[config.mk]
export PLATFORM = sky130hd
export DESIGN_NAME = dw_gray_rd_ptr_ctl
export DESIGN_NICKNAME = d
export VERILOG_FILES = /design/src/rtl/dw_gray_pkg.sv /design/src/rtl/dw_gray_sync.sv /design/src/rtl/dw_gray_rd_ptr_ctl.sv
export SDC_FILE = /design/constraint.sdc
export NUM_CORES = 1
export LEC_CHECK = 0
export ABC_AREA = 1
export ABC_CLOCK_PERIOD_IN_PS = 2580
export CORE_ASPECT_RATIO = 0.6
export CORE_MARGIN = 2
export CORE_UTILIZATION = 48
export CTS_CLUSTER_DIAMETER = 150
export CTS_CLUSTER_SIZE = 16
export DETAILED_ROUTE_END_ITERATION = 8
export HOLD_SLACK_MARGIN = 0.15
export PLACE_DENSITY = 0.77
export SLEW_MARGIN = 20
export SYNTH_ARGS = -nofsm -noshare
export SYNTH_HDL_FRONTEND = slang
export SYNTH_SLANG_ARGS = --single-unit
[constraint.sdc]
create_clock -name clk -period 2.58 [get_ports clk]
set_input_delay 0.516 -clock clk [delete_from_list [all_inputs] [get_ports clk]]
set_output_delay 0.516 -clock clk [all_outputs]
set_load 0.1 [all_outputs]
[src/rtl/dw_gray_pkg.sv]
// dw_gray_pkg: shared pointer-width constants and Gray/binary conversion helpers
// Gray/binary helpers work on 32-bit operands; callers zero-extend narrower pointers and truncate the result.
package dw_gray_pkg;
    localparam int def_addr_width = 4;
    localparam int ptr_w = def_addr_width + 1;
    localparam int depth = 1 << def_addr_width;

    function automatic logic [31:0] gray2bin(input logic [31:0] g);
        logic [31:0] b;
        b[31] = g[31];
        for (int i = 30; i >= 0; i--) b[i] = b[i+1] ^ g[i];
        return b;
    endfunction

    function automatic logic [31:0] bin2gray(input logic [31:0] b);
        return b ^ (b >> 1);
    endfunction
endpackage

[src/rtl/dw_gray_sync.sv]
// dw_gray_sync: sync_stages-deep register chain for a Gray pointer crossing into clk
// Ports: clk, rst_n (sync, active-low), d (async Gray input), q (last stage).
module dw_gray_sync #(
    parameter int width = 5,
    parameter int sync_stages = 2
) (
    input  logic             clk,
    input  logic             rst_n,
    input  logic [width-1:0] d,
    output logic [width-1:0] q
);
    logic [sync_stages-1:0][width-1:0] r_chain;

    always_ff @(posedge clk)
        if (!rst_n) r_chain <= '0;
        else        r_chain <= {r_chain[sync_stages-2:0], d};

    assign q = r_chain[sync_stages-1];
endmodule

[src/rtl/dw_gray_rd_ptr_ctl.sv]
// dw_gray_rd_ptr_ctl: read-side pointer controller of a Gray-pointer FIFO
// Ports: clk, rst_n (sync, active-low); wr_ptr_gray (async Gray write pointer); rd_en (pop request);
// pop, rd_addr, rd_ptr_gray (to writer); empty, almost_empty, word_count; sticky underflow, ptr_err.
module dw_gray_rd_ptr_ctl
    import dw_gray_pkg::*;
#(
    parameter int addr_width = def_addr_width,
    parameter int sync_stages = 2,
    parameter int ae_level = 1
) (
    input  logic                clk,
    input  logic                rst_n,
    input  logic [addr_width:0] wr_ptr_gray,
    input  logic                rd_en,
    output logic                pop,
    output logic [addr_width-1:0] rd_addr,
    output logic [addr_width:0] rd_ptr_gray,
    output logic                empty,
    output logic                almost_empty,
    output logic [addr_width:0] word_count,
    output logic                underflow,
    output logic                ptr_err
);
    localparam int pw = addr_width + 1;
    localparam logic [pw-1:0] lp_depth = pw'(1 << addr_width);
    localparam logic [pw-1:0] lp_ae = pw'(ae_level);

    logic [pw-1:0] w_wr_gray_s, w_wr_bin_s, w_rd_bin_nxt, w_cnt_nxt;
    logic [pw-1:0] r_rd_bin, r_rd_gray, r_word_count;
    logic          r_empty, r_almost_empty, r_underflow, r_ptr_err;

    dw_gray_sync #(.width(pw), .sync_stages(sync_stages)) u_sync (
        .clk  (clk),
        .rst_n(rst_n),
        .d    (wr_ptr_gray),
        .q    (w_wr_gray_s)
    );

    assign w_wr_bin_s   = pw'(gray2bin(32'(w_wr_gray_s)));
    assign pop          = rd_en & ~r_empty;
    assign w_rd_bin_nxt = r_rd_bin + pw'(pop);
    // Count is taken from next-state pointers so a pop is reflected in the flags on the very next edge.
    assign w_cnt_nxt    = w_wr_bin_s - w_rd_bin_nxt;

    always_ff @(posedge clk)
        if (!rst_n) begin
            r_rd_bin       <= '0;
            r_rd_gray      <= '0;
            r_word_count   <= '0;
            r_empty        <= 1'b1;
            r_almost_empty <= 1'b1;
            r_underflow    <= 1'b0;
            r_ptr_err      <= 1'b0;
        end else begin
            r_rd_bin       <= w_rd_bin_nxt;
            r_rd_gray      <= pw'(bin2gray(32'(w_rd_bin_nxt)));
            r_word_count   <= w_cnt_nxt;
            r_empty        <= w_cnt_nxt == '0;
            r_almost_empty <= w_cnt_nxt <= lp_ae;
            r_underflow    <= r_underflow | (rd_en & r_empty);
            r_ptr_err      <= r_ptr_err | (w_cnt_nxt > lp_depth);
        end

    assign rd_addr      = r_rd_bin[addr_width-1:0];
    assign rd_ptr_gray  = r_rd_gray;
    assign word_count   = r_word_count;
    assign empty        = r_empty;
    assign almost_empty = r_almost_empty;
    assign underflow    = r_underflow;
    assign ptr_err      = r_ptr_err;
endmodule

### Word level (Yosys, flattened, before mapping)

Cells that the tools add are included.

| cells by class | value |
|---|---|
| magnitude comparators | 2 |
| bitwise logic cells | 10 |
| $add $sub $neg | 2 |
| reduce and logical (&&, ||, !) cells | 1 |

Operators with widths:

| kind | count |
|---|---|
| $add A5 B1 Y5 | 1 |
| $gt A5 B5 Y1 const B | 1 |
| $le A5 B1 Y1 const B | 1 |
| $logic_not A5 Y1 | 1 |
| $sub A5 B5 Y5 | 1 |
| $xor A5 B4 Y5 | 1 |
| $xor A1 B1 Y1 | 4 |
| $and A1 B1 Y1 | 2 |
| $or A1 B1 Y1 | 2 |
| $not A1 Y1 | 1 |

| word-level totals | value |
|---|---|
| bits in registers | 29 |
| logic and storage cells | 24 |
| output and inout bits | 19 |
| bits of input ports | 8 |

### Longest topological paths before layout

| logic depth | value |
|---|---|
| depth after elaboration | 7 |
| gate-level depth with buffers | 16 |
| mapped depth without buffers | 16 |

### Hierarchy

Synthesis repeated with hierarchy kept, for this count alone.

| unflattened totals | value |
|---|---|
| cells, all modules | 145 |
| area total of the unflattened synthesis | 1,193.6 um^2 |

Modules (own cells, without submodules):

| module | instances | cells each | sequential area each (um^2) | area an instance (um^2) |
|---|---|---|---|---|
| dw_gray_rd_ptr_ctl | 1 | 109 | 360.3 | 869.6 |
| dw_gray_sync | 1 | 36 | 200.2 | 324.1 |

### Worst setup path before layout

OpenSTA, ideal clock, no wires.

| timing | value |
|---|---|
| kind | reg-to-reg |
| start | register r_empty (netlist: empty) |
| end | register r_ptr_err (netlist: ptr_err) |
| clock period less this slack | 3.841 ns |
| required time | 2.465 ns |
| library setup time | 0.115 ns |
| buffers on the path | 0 |
| setup slack | -1.261 ns |
| stages on the path, launching flop included | 14 |
| data arrival time | 3.726 ns |
| path through | dfxtp_1 -> nor2_1 -> ha_1 -> nand3_1 -> xor2_1 -> ha_1 -> inv_1 -> nor2_1 -> nor2_1 -> nand2_1 -> nand2_2 -> nand2_2 -> nand3_1 -> nand2_1 |

| between the ends | value |
|---|---|
| longest elaborated chain between the ends | 6 |

Ends and longest elaborated chain:

| element | line | source |
|---|---|---|
| from (decl) | dw_gray_rd_ptr_ctl.sv:30 | `logic r_empty, r_almost_empty, r_underflow, r_ptr_err;` |
| from (signal assigned) | dw_gray_rd_ptr_ctl.sv:50 | `r_empty <= 1'b1;` |
| from (signal assigned) | dw_gray_rd_ptr_ctl.sv:58 | `r_empty <= w_cnt_nxt == '0;` |
| $not A1 Y1 | dw_gray_rd_ptr_ctl.sv:40 | `assign pop = rd_en & ~r_empty;` |
| $and A1 B1 Y1 | dw_gray_rd_ptr_ctl.sv:40 |  |
| net pop | dw_gray_rd_ptr_ctl.sv:15 | `output logic pop,` |
| $add A5 B1 Y5 | dw_gray_rd_ptr_ctl.sv:41 | `assign w_rd_bin_nxt = r_rd_bin + pw'(pop);` |
| $sub A5 B5 Y5 | dw_gray_rd_ptr_ctl.sv:43 | `assign w_cnt_nxt = w_wr_bin_s - w_rd_bin_nxt;` |
| $gt A5 B5 Y1 | dw_gray_rd_ptr_ctl.sv:61 | `r_ptr_err <= r_ptr_err \| (w_cnt_nxt > lp_depth);` |
| $or A1 B1 Y1 | dw_gray_rd_ptr_ctl.sv:61 |  |
| to (signal assigned) | dw_gray_rd_ptr_ctl.sv:61 |  |
| to (decl) | dw_gray_rd_ptr_ctl.sv:30 |  |

The timed path passes the listed nets, and every way through them passes these cells.
A chain may end at the register's enable or synchronous reset.

### Worst setup path after layout

| timing | value |
|---|---|
| start | register u_sync.r_chain (netlist bit u_sync.q[4]) |
| end | register r_ptr_err (netlist: ptr_err) |

| between the ends | value |
|---|---|
| longest elaborated chain between the ends | 7 |

Ends and longest elaborated chain:

| element | line | source |
|---|---|---|
| from (decl) | dw_gray_sync.sv:12 | `logic [sync_stages-1:0][width-1:0] r_chain;` |
| from (signal assigned) | dw_gray_sync.sv:16 | `else r_chain <= {r_chain[sync_stages-2:0], d};` |
| $xor A1 B1 Y1 (4 in series) | dw_gray_pkg.sv:11 | `for (int i = 30; i >= 0; i--) b[i] = b[i+1] ^ g[i];` |
| $sub A5 B5 Y5 (*) | dw_gray_rd_ptr_ctl.sv:43 |  |
| $gt A5 B5 Y1 (*) | dw_gray_rd_ptr_ctl.sv:61 |  |
| $or A1 B1 Y1 (*) | dw_gray_rd_ptr_ctl.sv:61 |  |

Mark *: on every way between the ends. The rest lies on a longest branch, timed or not.

==> results_dict.tcl <==
set metrics [dict create \
    total_power_mw 1.25 \
    post-route-period-util_pct 90.6 \
    fin_area_um2 1610 \
    dieHeight_um 42.0 \
    htreeDepth 1 \
    dr.first_iter.drc_count 34 \
    cp_common_cell "nand2_1" \
    hold_slack_ps 418 \
    cts_setup_buffers 0 \
    finalWeightedCongestion 0.798 \
    grt_pass1_wl_um 3390 \
    drv_slew 0 \
    worstMarginPinSlew_ps 317 \
    ctsResizeCount 0 \
    syn-num-nets 153 \
    endpoint_kind "flip-flop" \
    vias 904 \
    powerDensity_nw_per_um2 776 \
    syn_avg_cell_area_um2 8.39 \
    die-area_um2 2830 \
    start_util_pct 51.9 \
    setup_viol 0 \
    syn_area_um2 1160 \
    die_w_um 67.4 \
    grt_overflow 0 \
    max_stage_delay_ps 410 \
    fillers 178 \
    postRouteAntennaNets 0 \
    drc 0 \
    utilization_pct 72.3 \
    routed_wl_um 2190 \
    max-slew-margin-rel_pct 78.9 \
    critPathKind "flip-flop to flip-flop" \
    final_layout_size_suffix_gt1_share_pct 30.6 \
    portBuffers 26 \
    grt.total_usage_pct 16.9 \
    io_pins 27 \
    wl_per_cell_um 10.4 \
    final_net_count 196 \
    ir_drop_mv 0.466 \
    drtPass1Iterations 4 \
    clock_latency_ps 270 \
    numCtsBuffers 3 \
    numClockSinks 28 \
    area_growth_pct 39.1 \
    max_freq_ghz 0.428 \
    yosys_warnings 0 \
    ys_types 22 \
    clk_pin_slew_ps 90 \
    cp.arrival_ps 2510 \
    worst_slack_ps 242 \
    outcome "completed" \
    rrSetupSlack_ps 240 \
    hpwl_um 1670 \
    hold_buffers 0 \
    synth_seq_cells 28 \
    skew_ps 4.67 \
    worst-path-max-fanout 4 \
    placed_cell_area_um2 1550 \
    required_ps 2760 \
    grt_max_degree 21 \
    rows 13 \
    leakage_nw 0.874 \
    cts.path.max_buffers 2 \
    rsz0062_at_grt "no" \
    yosysSeqAreaShare_pct 48.4 \
    hold_viol 0 \
    worstPathCellList "nand2_1 > nand3b_1 > nand2_1 > xnor2_1 > xnor2_1 > ha_1 > inv_1 > fa_1 > nand4_1 > nand2_1 > nand2_2 > nand2_2 > nand3_1 > nand2_1" \
    antenna_found_initial 0 \
    post-place-ws_ps -254 \
    grt_pass1_vias 766 \
    startpoint_type "flip-flop" \
    crit_path_top_delay_cell "dfxtp_1" \
    drv_cap 0 \
    period_minus_slack_ps 2340 \
    core_um2 2230 \
    syn_inst 138 \
    vias_per_cell 4.30 \
    hold_class "flip-flop to flip-flop" \
    cts-root-buf "clkbuf_8" \
    tritoncts "done" \
    antenna_cells 0 \
]
## final cells by class
type	instances	area (um2)	area share, %
sequential	28	564	35.0
timing repair buffer	40	333	20.7
multi-input combinational	82	510	31.7
inverter	26	110	6.84
tap	30	37.5	2.33
clock buffer	4	55.1	3.42
## metrics by stage
step	TNS, ps	std cells
after floorplan	-219	138
after global placement	-896	206
after detailed placement	-1100	206
after CTS	0	210
after global routing	0	210
final	0	210
## path summary, 6_finish.rpt
check,endpoint,depth (start not counted),start
max,ptr_err,14,u_sync.q[4]
min,u_sync.q[3],2,u_sync.r_chain[3]
max reg2reg,ptr_err,14,u_sync.q[4]
min reg2reg,u_sync.q[3],2,u_sync.r_chain[3]
## where the power goes
part	leakage [nW]	total [mW]	switching, mW	internal [mW]
Sequential	0.231	0.492	0.0201	0.471
Combinational	0.614	0.490	0.353	0.137
Clock	0.0288	0.267	0.131	0.137
Total	0.874	1.25	0.504	0.745
## critical path, delay by kind of cell (launching register included)
| kind | cells | cell delay, ps |
|---|---|---|
| simple gates | 9 | 810 |
| xor+xnor | 2 | 380 |
| buf+inv | 1 | 60 |
| fa+ha+maj | 2 | 570 |
| flops | 1 | 410 |
## layer usage
layer / track usage (%) / vias to the layer above / share of wire (%)
met5: 0 / - / 0
met4: 7.35 / 0 / 1.1
li1: - / 497 / -
met1: 21.2 / 381 / 50
met2: 26.3 / 24 / 42
met3: 5.65 / 2 / 6.5
## cells by family (layout without fill, tap and decap cells)
group / after synthesis / in the layout / synth area share [%]
simple gates: 59 / 59 / 23.1
flops: 28 / 28 / 48.4
buf+inv: 28 / 70 / 9.41
compound gates: 8 / 8 / 3.46
xor+xnor: 8 / 8 / 7.35
fa+ha+maj: 7 / 7 / 8.22
## placed cells by master (no fill, tap or decap)
cell type / n
inv_12: 1
inv_2: 2
o21ai_0: 1
clkbuf_8: 4
clkdlybuf4s50_1: 6
dlymetal6s2s_1: 1
clkinv_1: 1
dfxtp_1: 27
fa_1: 1
inv_1: 22
nor2_4: 1
xor2_2: 2
nand3b_1: 1
nor2_1: 10
nand4_1: 1
nand2_1: 31
buf_4: 32
dfxtp_4: 1
nand3_1: 6
xnor2_1: 3
a21oi_1: 5
nand3_2: 4
nand2_2: 5
ha_1: 5
xor2_1: 2
xnor2_2: 1
o21ai_1: 2
buf_12: 1
ha_2: 1
## cells in the mapped netlist
cell | n | share of area [%]
nand3_1 | 7 | 3.0
nor2_1 | 11 | 3.6
nand2_1 | 31 | 10
o21ai_1 | 2 | 0.86
a21oi_1 | 5 | 2.2
nand2_2 | 5 | 2.7
xor2_2 | 1 | 1.4
fa_1 | 1 | 1.7
clkinv_1 | 1 | 0.32
xor2_1 | 3 | 2.3
xnor2_1 | 3 | 2.3
buf_4 | 1 | 0.65
nand3b_1 | 1 | 0.65
o21ai_0 | 1 | 0.43
xnor2_2 | 1 | 1.4
inv_2 | 2 | 0.65
clkbuf_1 | 1 | 0.32
inv_1 | 23 | 7.5
dfxtp_1 | 28 | 48
nand4_1 | 1 | 0.54
ha_1 | 6 | 6.5
nand3_2 | 3 | 2.6
## state kept, by name (all words and copies together) (netlist names)
register,flops
rd_ptr_gray,4
empty,1
underflow,1
ptr_err,1
word_count,5
u_sync.q,5
r_rd_bin,5
almost_empty,1
u_sync.r_chain,5
No activity file was read; power rests on OpenSTA's default activity.
